File: src/rtl/pp_row_accumulator.sv
// pp_row_accumulator: reduces an N*N partial-product vector to the 2N-bit
// product by shift-add, one partial-product row per clock.
// Optional feature macro: PPACC_EARLY_EXIT_EN. When it is defined, the block
// finishes as soon as every row above the current one is zero.
module pp_row_accumulator #(
  parameter int unsigned N = 4
) (
  input  logic             clk,
  input  logic             rst_n,
  input  logic [N*N-1:0]   pp,
  input  logic             in_valid,
  output logic             in_ready,
  output logic [2*N-1:0]   product,
  output logic             out_valid,
  input  logic             out_ready,
  output logic             busy
);

  localparam int unsigned PP_W  = N * N;
  localparam int unsigned ACC_W = 2 * N;
  localparam int unsigned CNT_W = (N > 1) ? $clog2(N) : 1;

  typedef enum logic [1:0] {
    IDLE  = 2'd0,
    ACCUM = 2'd1,
    DONE  = 2'd2
  } state_e;

  state_e             state_q, state_d;
  logic [PP_W-1:0]    pp_q, pp_d;
  logic [ACC_W-1:0]   acc_q, acc_d;
  logic [CNT_W-1:0]   cnt_q, cnt_d;
  logic               out_valid_q, out_valid_d;
  logic               busy_q, busy_d;

  logic [N-1:0]       row_c;
  logic               last_row_c;
  logic               accept_c;

  // Select the latched row addressed by the row counter.
  always_comb begin
    row_c = '0;
    for (int unsigned r = 0; r < N; r++) begin
      if (cnt_q == CNT_W'(r)) row_c = pp_q[r*N +: N];
    end
  end

`ifdef PPACC_EARLY_EXIT_EN
  logic upper_nz_c;

  // Finish early when no nonzero row remains above the one being added.
  always_comb begin
    upper_nz_c = 1'b0;
    for (int unsigned r = 0; r < N; r++) begin
      if ((r > 32'(cnt_q)) && (pp_q[r*N +: N] != '0)) upper_nz_c = 1'b1;
    end
    last_row_c = (cnt_q == CNT_W'(N - 1)) || !upper_nz_c;
  end
`else
  // Fixed latency: the last row is always row N-1.
  always_comb begin
    last_row_c = (cnt_q == CNT_W'(N - 1));
  end
`endif

  // Next-state, handshake and datapath update.
  always_comb begin
    state_d  = state_q;
    pp_d     = pp_q;
    acc_d    = acc_q;
    cnt_d    = cnt_q;
    in_ready = (state_q == IDLE) || ((state_q == DONE) && out_ready);
    accept_c = in_valid && in_ready;

    unique case (state_q)
      IDLE: ;
      ACCUM: begin
        acc_d = acc_q + (ACC_W'(row_c) << cnt_q);
        cnt_d = cnt_q + CNT_W'(1);
        if (last_row_c) state_d = DONE;
      end
      DONE: begin
        if (out_ready) state_d = IDLE;
      end
      default: state_d = IDLE;
    endcase

    // A new operand overrides the DONE->IDLE exit for back-to-back operation.
    if (accept_c) begin
      pp_d    = pp;
      acc_d   = '0;
      cnt_d   = '0;
      state_d = ACCUM;
    end

    out_valid_d = (state_d == DONE);
    busy_d      = (state_d == ACCUM);
  end

  // State and datapath registers.
  always_ff @(posedge clk or negedge rst_n) begin
    if (!rst_n) begin
      state_q     <= IDLE;
      pp_q        <= '0;
      acc_q       <= '0;
      cnt_q       <= '0;
      out_valid_q <= 1'b0;
      busy_q      <= 1'b0;
    end else begin
      state_q     <= state_d;
      pp_q        <= pp_d;
      acc_q       <= acc_d;
      cnt_q       <= cnt_d;
      out_valid_q <= out_valid_d;
      busy_q      <= busy_d;
    end
  end

  assign product   = acc_q;
  assign out_valid = out_valid_q;
  assign busy      = busy_q;

endmodule

File: config.mk
export PLATFORM = sky130hd
export DESIGN_NAME = pp_row_accumulator
export DESIGN_NICKNAME = d
export VERILOG_FILES = /design/src/rtl/pp_row_accumulator.sv
export SDC_FILE = /design/constraint.sdc
export NUM_CORES = 1
export LEC_CHECK = 0
export BUFFER_PORTS_ARGS = -buffer_cell sky130_fd_sc_hd__buf_2
export CAP_MARGIN = 40
export CORE_AREA = 2 2 74 76
export CTS_CLUSTER_SIZE = 8
export DETAILED_ROUTE_END_ITERATION = 6
export DIE_AREA = 0 0 76 78
export SLEW_MARGIN = 5
export SYNTH_ARGS = -nofsm -noshare
export SYNTH_HDL_FRONTEND = slang
export SYNTH_SLANG_ARGS = --single-unit
File: constraint.sdc
create_clock -name clk -period 6.5 [get_ports clk]
set_clock_uncertainty 0.1 [all_clocks]
set_input_delay 1.3 -clock clk [delete_from_list [all_inputs] [get_ports clk]]
set_output_delay 1.3 -clock clk [all_outputs]
set_load 0.005 [all_outputs]
* Word-level counts from Yosys, hierarchy flattened
Index checks and enable logic that the tools add are counted.
** Cells by class
- Add/sub/neg operators :: 2
- Eq/ne operators :: 7
- Shift operators :: 1
- Muxes and demuxes :: 12
- Reduce and logical (&&, ||, !) cells :: 6
** Operators by type and width (count)
- $mux 4 :: 4
- $mux 8 :: 2
- $mux 2 :: 5
- $add 8x8->8 :: 1
- $eq 2x2->1 const B :: 4
- $shl 4x2->8 :: 1
- $eq 2x1->1 const B :: 3
- $pmux 2 s3 :: 1
- $logic_not 2->1 :: 2
- $add 2x1->2 const B :: 1
- $logic_and 1x1->1 :: 2
- $reduce_bool 2->1 :: 1
- $logic_or 1x1->1 :: 1
** Word-level totals
- Bits in registers :: 30
- Input bits :: 20
- Output and inout port bits :: 11
- Word-level logic and storage cells :: 34

* Logic depth before layout (Yosys ltp)
Gate-level depths: netlist of the first run.
- Depth in word-level cells :: 9
- Mapped depth :: 11
- Mapped depth without buffers :: 11

* Worst setup path before layout of the first run
Ideal clock, no wire load.
- Path kind :: register -> register
- Start :: reg cnt_q[0]
- End :: reg acc_q[4] (netlist: product[4])
- Library setup time :: 0.120 ns
- Data arrival time :: 2.691 ns
- Data required time :: 6.280 ns
- Path slack :: 3.589 ns
- Stages on the path, launching flop included :: 12
- Path buffers :: 0
- Clock period less this slack :: 2.911 ns
- Cell sequence :: dfrtp_1 > clkinv_1 > ha_1 > nor2_1 > a311oi_1 > and3_1 > ha_1 > fa_1 > a21o_1 > a211oi_1 > nor3_1 > a31o_2
** Between the ends
- Word-level cells in the longest chain between the ends :: 9
- Elaborated cells on any way between the ends :: 12
- Classes of those cells :: add/sub: 1; eq/ne: 3; shift: 1; mux: 6; reduce/logical: 1
** RTL lines
- from (decl) :: line 32 : logic [CNT_W-1:0] cnt_q, cnt_d;
- from (signal assigned) :: line 113 : cnt_q <= cnt_d;
- $logic_not 2->1 :: line 44 : if (cnt_q == CNT_W'(r)) row_c = pp_q[r*N +: N];
- $mux 4 (4 in series) :: line 44
- $shl 4x2->8 (*) :: line 78 : acc_d = acc_q + (ACC_W'(row_c) << cnt_q);
- $add 8x8->8 (*) :: line 78
- $mux 8 (*) :: line 75 : unique case (state_q)
- $mux 8 (*) :: line 89 : if (accept_c) begin
- to (signal assigned) :: line 105 : acc_q <= '0;
- to (signal assigned) :: line 112 : acc_q <= acc_d;
- to (decl) :: line 31 : logic [ACC_W-1:0] acc_q, acc_d;
Mark *: on every way between the ends. The rest lies on a longest branch, timed or not. The select of a mux whose other input is x is not followed.
A chain may end at the register's enable or synchronous reset.

* Worst setup path after layout of the first run
- Start :: reg cnt_q[1]
- End :: reg acc_q[5] (netlist: product[5])
Same word-level chain as after synthesis.

==> out/results.txt, run 1 <==
Util after Layout: 40.9%
vias in the first global route: 1317
Max FO, Critical Path: 9
Synth top area share: 42.9%
CTS tree: done
clock root cell: clkbuf_8
Die Footprint: 5930 um2
DRT iter0 DRCs: 46
via-per-instance ratio: 5.04
worst min path class: flop to flop
Fillers: 503
Worst-path clk slew: 0.07 ns
Most used DFF post-synth: dfrtp_1
Vert. Die Dim: 78 um
post_cts resized: 0
cts-stage hold buffer count: 0
Data arrival, critical path: 3.46 ns
Max Cap Violations: 0
first-pass GRT wire length: 6100 um
Worst-Skew Late Latency: 0.29 ns
FFs w/ async S/R, synth: 100%
area growth from synthesis to layout: 18.0%
GRT Util Overall: 13.0%
Sequential Area: 751 um2
core region area: 5040 um2
synth cell count leaders: 30 x dfrtp_1, 13 x mux2_2, 12 x nand2_1
Warnings, synthesis: 0
top cells by area, synth: dfrtp_1 43%, mux2_2 8.4%, ha_1 7.9%, mux2i_1 2.9%, o21ai_0 2.9%
Setup CP Type: flop to flop
Ports: 31
worst reg-to-reg path cell count: 11
Critical Path Sink Type: flop
final setup TNS: 0 ns
sequential share of the synthesized area: 42.9%
Area after DPL: 1970 um2
Tcrit/Tclk final: 51.2%
postcts setup bufs: 0
WL final: 3580 um
hold path startpoint: product[7]
Final Hold Viols: 0
die width: 76 um
initial core utilization: 34.7%
r2r endpoint: product[5]
Hold Path Sink: product[7]
routed length per instance: 13.5 um
worst vdd ir: 0.193 mV
Nets: 227
Hold Path Cell Cnt: 1
area leader, netlist: dfrtp_1
Inserted Diodes: 0
layout cells sized above 1: 27.0%
Tmin final: 3.33 ns
DRC: 0
top-count cell post-synth: dfrtp_1
worst setup margin: 3.17 ns
count of final max-slew check failures: 0
initial antenna violation count: 0
status: finished, final reports clean
CTS buffer count: 5
GRT overflow: 0
Post-synth EDFFs: 0
R2R Setup Slk: 3.17 ns
iteration count of the initial detailed-routing pass: 4
Post-DRT Antenna Nets: 0
leakage power: 0.959 nW
pre-CTS setup slack: 3.17 ns
pin count of the biggest net entering global routing: 31
total number of vias: 1340
CTS H-Tree Depth: 2
cells after synthesis: 164
RSZ-0062 raised after global routing: false
design area: 2060 um2
Final Non-Filler Cells: 266
PwrDens: 595 nW/um2
Clock Tree Buf Depth: 2
source of the worst register-to-register timing path: cnt_q[1]
Worst Tran Pin Value: 0.671 ns
post-synthesis cell type count: 41
hpwl dp: 2750 um
Slew HR: 55.3%
# rows: 26
Post-Syn Nets: 196
Worst Path Required: 6.63 ns
final setup vio count: 0
area of the multi-input gates: 931 um2
Worst Setup Start Kind: flop
#FFs+latches synth: 30
routability cong.: 0.821
syn_area_per_cell: 10.7 um2
Cells after DPL: 258
sink count of the clock tree: 30
Netlist Area Pre-Place: 1750 um2
FMAX: 0.301 GHz
IO Port Bufs: 30
[how the worst max path moves through the flow]
| stage | from | endpoint | slack (ns) |
|---|---|---|---|
| 6_report | cnt_q[1] | product[5] | 3.17 |
| 5_1_grt | cnt_q[1] | product[5] | 2.80 |
| 4_1_cts | cnt_q[1] | product[5] | 3.14 |
| 3_5_place_dp | cnt_q[1] | product[5] | 3.17 |
| 3_3_place_gp | cnt_q[1] | product[5] | 3.16 |
| 2_1_floorplan | cnt_q[0] | product[4] | 3.59 |
[power by group]
group / internal (mW) / switching (mW) / total (mW)
Clock: 0.0850 / 0.0752 / 0.160
Combinational: 0.341 / 0.378 / 0.719
Sequential: 0.283 / 0.0668 / 0.350
[area by class of cell]
cell class / instances / share of cell area [%]
clock buffers: 6 / 4.00
clock inverters: 2 / 0.606
inverters: 6 / 1.09
multi-input cells: 121 / 45.1
flip-flops and latches: 30 / 36.4
well taps: 70 / 4.24
repair buffers: 31 / 8.61
[stage by stage]
stage / power, mW / hold slack (ns)
2_1_floorplan: 0.907 / 0.365
3_3_place_gp: 1.06 / 0.367
3_5_place_dp: 1.08 / 0.376
4_1_cts: 1.25 / 0.385
5_1_grt: 1.36 / 0.407
6_report: 1.23 / 0.372
[layer usage]
metal	up-vias	wire, um	track usage [%]
li1	669	-	-
met1	632	1660	16.3
met2	32	1670	20.9
met3	7	176	3.84
met4	0	69	6.00
met5	-	0	0
[cells by family (layout without fill, tap and decap cells)]
| logic type | count (synthesis) | in the layout | synth area share, % |
|---|---|---|---|
| mux | 21 | 21 | 13.2 |
| fa+ha+maj | 12 | 12 | 9.01 |
| xor+xnor | 1 | 1 | 0.501 |
| simple gates | 51 | 51 | 16.4 |
| flops | 30 | 30 | 42.9 |
| compound gates | 36 | 36 | 14.2 |
| buf+inv | 13 | 45 | 3.86 |
[registers in the layout (all words and copies together), names as in the netlist]
name / flops
out_valid: 1
cnt_q: 2
product: 8
pp_q: 16
busy: 1
state_q: 2
[cell usage in the layout, fill, tap and decap left out, types with 2 or more instances in the layout]
cell type | netlist | final
buf_2 | 3 | 30
o21ai_0 | 10 | 10
or4_1 | 2 | 2
clkinv_1 | 2 | 2
a211oi_1 | 4 | 4
mux2i_1 | 5 | 5
nand3_1 | 8 | 8
nor3b_1 | 6 | 6
nor2_1 | 5 | 5
ha_1 | 11 | 11
clkbuf_8 | 0 | 6
nand3b_1 | 5 | 5
dfrtp_1 | 30 | 30
a311oi_1 | 4 | 4
nand2b_1 | 2 | 2
a22o_1 | 2 | 2
nand2_1 | 12 | 12
a21o_1 | 2 | 2
inv_1 | 4 | 4
a21oi_1 | 5 | 5
mux2_1 | 3 | 3
nor2b_1 | 4 | 4
and3_1 | 2 | 2
mux2_2 | 13 | 13
[critical path: stages (launching register included)]
cell and delay (ns):
dfrtp_1 0.46, clkinv_1 0.26, ha_1 0.34, nand3b_1 0.19, a311oi_1 0.39, mux2i_1 0.16, nor2_1 0.22, ha_1 0.29
a211oi_1 0.31, o21bai_1 0.16, o311a_1 0.34, nand2_1 0.06
(Power assumes the default switching activity.)
==> inputs of run 2 (changes only) <==
==> constraint.sdc (replaced) <==
create_clock -name clk -period 3.3 [get_ports clk]
set_clock_uncertainty 0.1 [all_clocks]
set_input_delay 0.66 -clock clk [delete_from_list [all_inputs] [get_ports clk]]
set_output_delay 0.66 -clock clk [all_outputs]
set_load 0.005 [all_outputs]
==> run 2 against run 1 <==
- wire length increased by 0.95%
- global-route usage up 0.15 points
- maximum frequency grew 10%
- flip-flop and latch count unchanged
- sequential share of layout area fell by 0.78 points
- final area up 2.2%
- final cell count increased by 1.1%
- sequential power up 97%
- via count shrank 0.30%
- clock-buffer cell count did not move
- total power is 100% higher
==> out/results.txt, run 2 (synthesis gave the netlist of run 1 again) <==
status: finished, final reports clean (unchanged)
Largest Register: pp_q (unchanged)
Clock Tree Buf Depth: 2 (unchanged)
postcts setup bufs: 0 (unchanged)
Data arrival, critical path: 3.08 ns (was 3.46 ns)
GRT Util Overall: 13.2% (was 13.0%)
Vert. Die Dim: 78 um (unchanged)
Worst Path Required: 3.37 ns (was 6.63 ns)
CTS tree: done (unchanged)
commonest non-fill, non-tap cells in the layout: 30 x dfrtp_1, 30 x buf_2, 13 x mux2_2 (unchanged)
Ports: 31 (unchanged)
pin count of the biggest net entering global routing: 31 (unchanged)
RSZ-0062 raised after global routing: false (unchanged)
Final Hold Viols: 0 (unchanged)
# rows: 26 (unchanged)
final setup TNS: 0 ns (unchanged)
hpwl dp: 2670 um (was 2750 um)
Tcrit/Tclk final: 91.4% (was 51.2%)
Tmin final: 3.01 ns (was 3.33 ns)
via-per-instance ratio: 4.97 (was 5.04)
die width: 76 um (unchanged)
Critical Path, Cell by Cell: clkinv_1 > buf_4 > ha_1 > nand3b_1 > a311oi_2 > and3_1 > ha_1 > fa_1 > a21o_1 > a211oi_1 > nor3_1 > a31o_2 (was clkinv_1 > ha_1 > nand3b_1 > a311oi_1 > mux2i_1 > nor2_1 > ha_1 > a211oi_1 > o21bai_1 > o311a_1 > nand2_1)
IO Port Bufs: 30 (unchanged)
layout cells sized above 1: 30.7% (was 27.0%)
DRC: 0 (unchanged)
Inserted Diodes: 0 (unchanged)
PwrDens: 1180 nW/um2 (was 595 nW/um2)
Psw: 1.05 mW (was 0.520 mW)
Util after Layout: 41.8% (was 40.9%)
CTS buffer count: 5 (unchanged)
WL final: 3610 um (was 3580 um)
routability cong.: 0.777 (was 0.821)
count of final max-slew check failures: 0 (unchanged)
DRT iter0 DRCs: 81 (was 46)
worst hold slack: 0.318 ns (was 0.372 ns)
Worst-Skew Late Latency: 0.27 ns (was 0.29 ns)
max reg flops: 16 (unchanged)
worst min path class: input port to asynchronous set/reset pin (was flop to flop)
initial antenna violation count: 0 (unchanged)
area growth from synthesis to layout: 20.6% (was 18.0%)
cts-stage hold buffer count: 0 (unchanged)
routed length per instance: 13.4 um (was 13.5 um)
Worst-path clk slew: 0.07 ns (about the same)
Max FO, Critical Path: 7 (was 9)
CTS H-Tree Depth: 2 (unchanged)
leakage power: 0.976 nW (was 0.959 nW)
Setup CP Type: flop to flop (unchanged)
Net Sw Frac: 42.1% (was 42.4%)
crit-path max cell delay: 0.45 ns (was 0.46 ns)
core region area: 5040 um2 (unchanged)
Slew HR: 54.8% (was 55.3%)
iteration count of the initial detailed-routing pass: 4 (unchanged)
sink count of the clock tree: 30 (unchanged)
CP max stage cell: dfrtp_1 (unchanged)
post_cts resized: 0 (unchanged)
initial core utilization: 34.7% (unchanged)
Int Power: 1.44 mW (was 0.708 mW)
Comb power frac: 60.0% (was 58.5%)
Sequential Power Share: 27.7% (was 28.5%)
FMAX: 0.332 GHz (was 0.301 GHz)
worst vdd ir: 0.383 mV (was 0.193 mV)
Worst Setup Start Kind: flop (unchanged)
Die Footprint: 5930 um2 (unchanged)
first-pass GRT wire length: 6320 um (was 6100 um)
Max Cap Violations: 0 (unchanged)
Nets: 230 (was 227)
clock root cell: clkbuf_8 (unchanged)
GRT overflow: 0 (unchanged)
Fillers: 505 (was 503)
total number of vias: 1336 (was 1340)
Worst Tran Pin Value: 0.678 ns (was 0.671 ns)
final setup vio count: 0 (unchanged)
Clk pwr share: 12.3% (was 13.0%)
vias in the first global route: 1352 (was 1317)
most frequent cell on the critical path: ha_1 (unchanged)
Critical Path Sink Type: flop (unchanged)
Post-DRT Antenna Nets: 0 (unchanged)
==> run 2: changes by cell type in the layout (fill, tap and decap cells not counted) <==
cell / previous run / this run
a211oi_1: 4 / 3
a211oi_2: 0 / 1
a311oi_1: 4 / 2
a311oi_2: 0 / 2
buf_4: 0 / 3
ha_1: 11 / 10
ha_2: 0 / 1
nor2_1: 5 / 4
nor2_2: 0 / 1
o21ai_0: 10 / 9
o21ai_1: 0 / 1
==> run 2: final cells by class <==
class	instances	area [um2]	area share (%)
tap	70	87.6	4.15
clock buffer	6	82.6	3.91
clock inverter	2	12.5	0.593
sequential	30	751	35.6
inverter	6	22.5	1.07
timing repair buffer	34	200	9.49
multi-input combinational	121	953	45.2
==> run 2: power groups by stage <==
stage | Combinational [mW] | Clock [mW] | Sequential, mW
after global placement | 1.41 | 0 | 0.691
after global routing | 1.70 | 0.338 | 0.713
after floorplan | 1.12 | 0 | 0.665
after detailed placement | 1.45 | 0 | 0.696
final | 1.49 | 0.306 | 0.689
after CTS | 1.45 | 0.319 | 0.690
==> run 2: path summary, 6_finish.rpt <==
kind	from	end	slack, ns	cells after the start
worst max-delay path	cnt_q[0]	product[4]	0.29	12
worst min-delay path	rst_n	product[1]	0.32	1
worst max register to register	cnt_q[0]	product[4]	0.29	12
worst min register to register	product[7]	product[7]	0.36	1
max in group asynchronous	rst_n	pp_q[12]	2.34	1
min in group clk	product[7]	product[7]	0.36	1
==> run 2: critical path: cells and delay by family (launching register included) <==
kind	cells	cell delay [ns]
simple gates	3	0.39
fa+ha+maj	3	0.89
flops	1	0.45
buf+inv	2	0.31
compound gates	4	0.78
==> run 2: routing by layer <==
metal	routed length [um]	GRT usage, %	part of all wire (%)
met1	1750	18.1	48
met4	17	3.82	0.47
met5	0	0	0
met2	1700	21.0	47
met3	146	2.91	4.0
==> run 2: through the flow <==
stage,cell area [um2],total power [mW],cells,setup WS [ns]
4_1_cts,2090,2.46,269,0.159
3_3_place_gp,1960,2.10,260,0.188
5_1_grt,2110,2.75,269,0.0201
3_5_place_dp,1990,2.14,261,0.175
2_1_floorplan,1750,1.79,164,0.389
6_report,2110,2.49,269,0.285
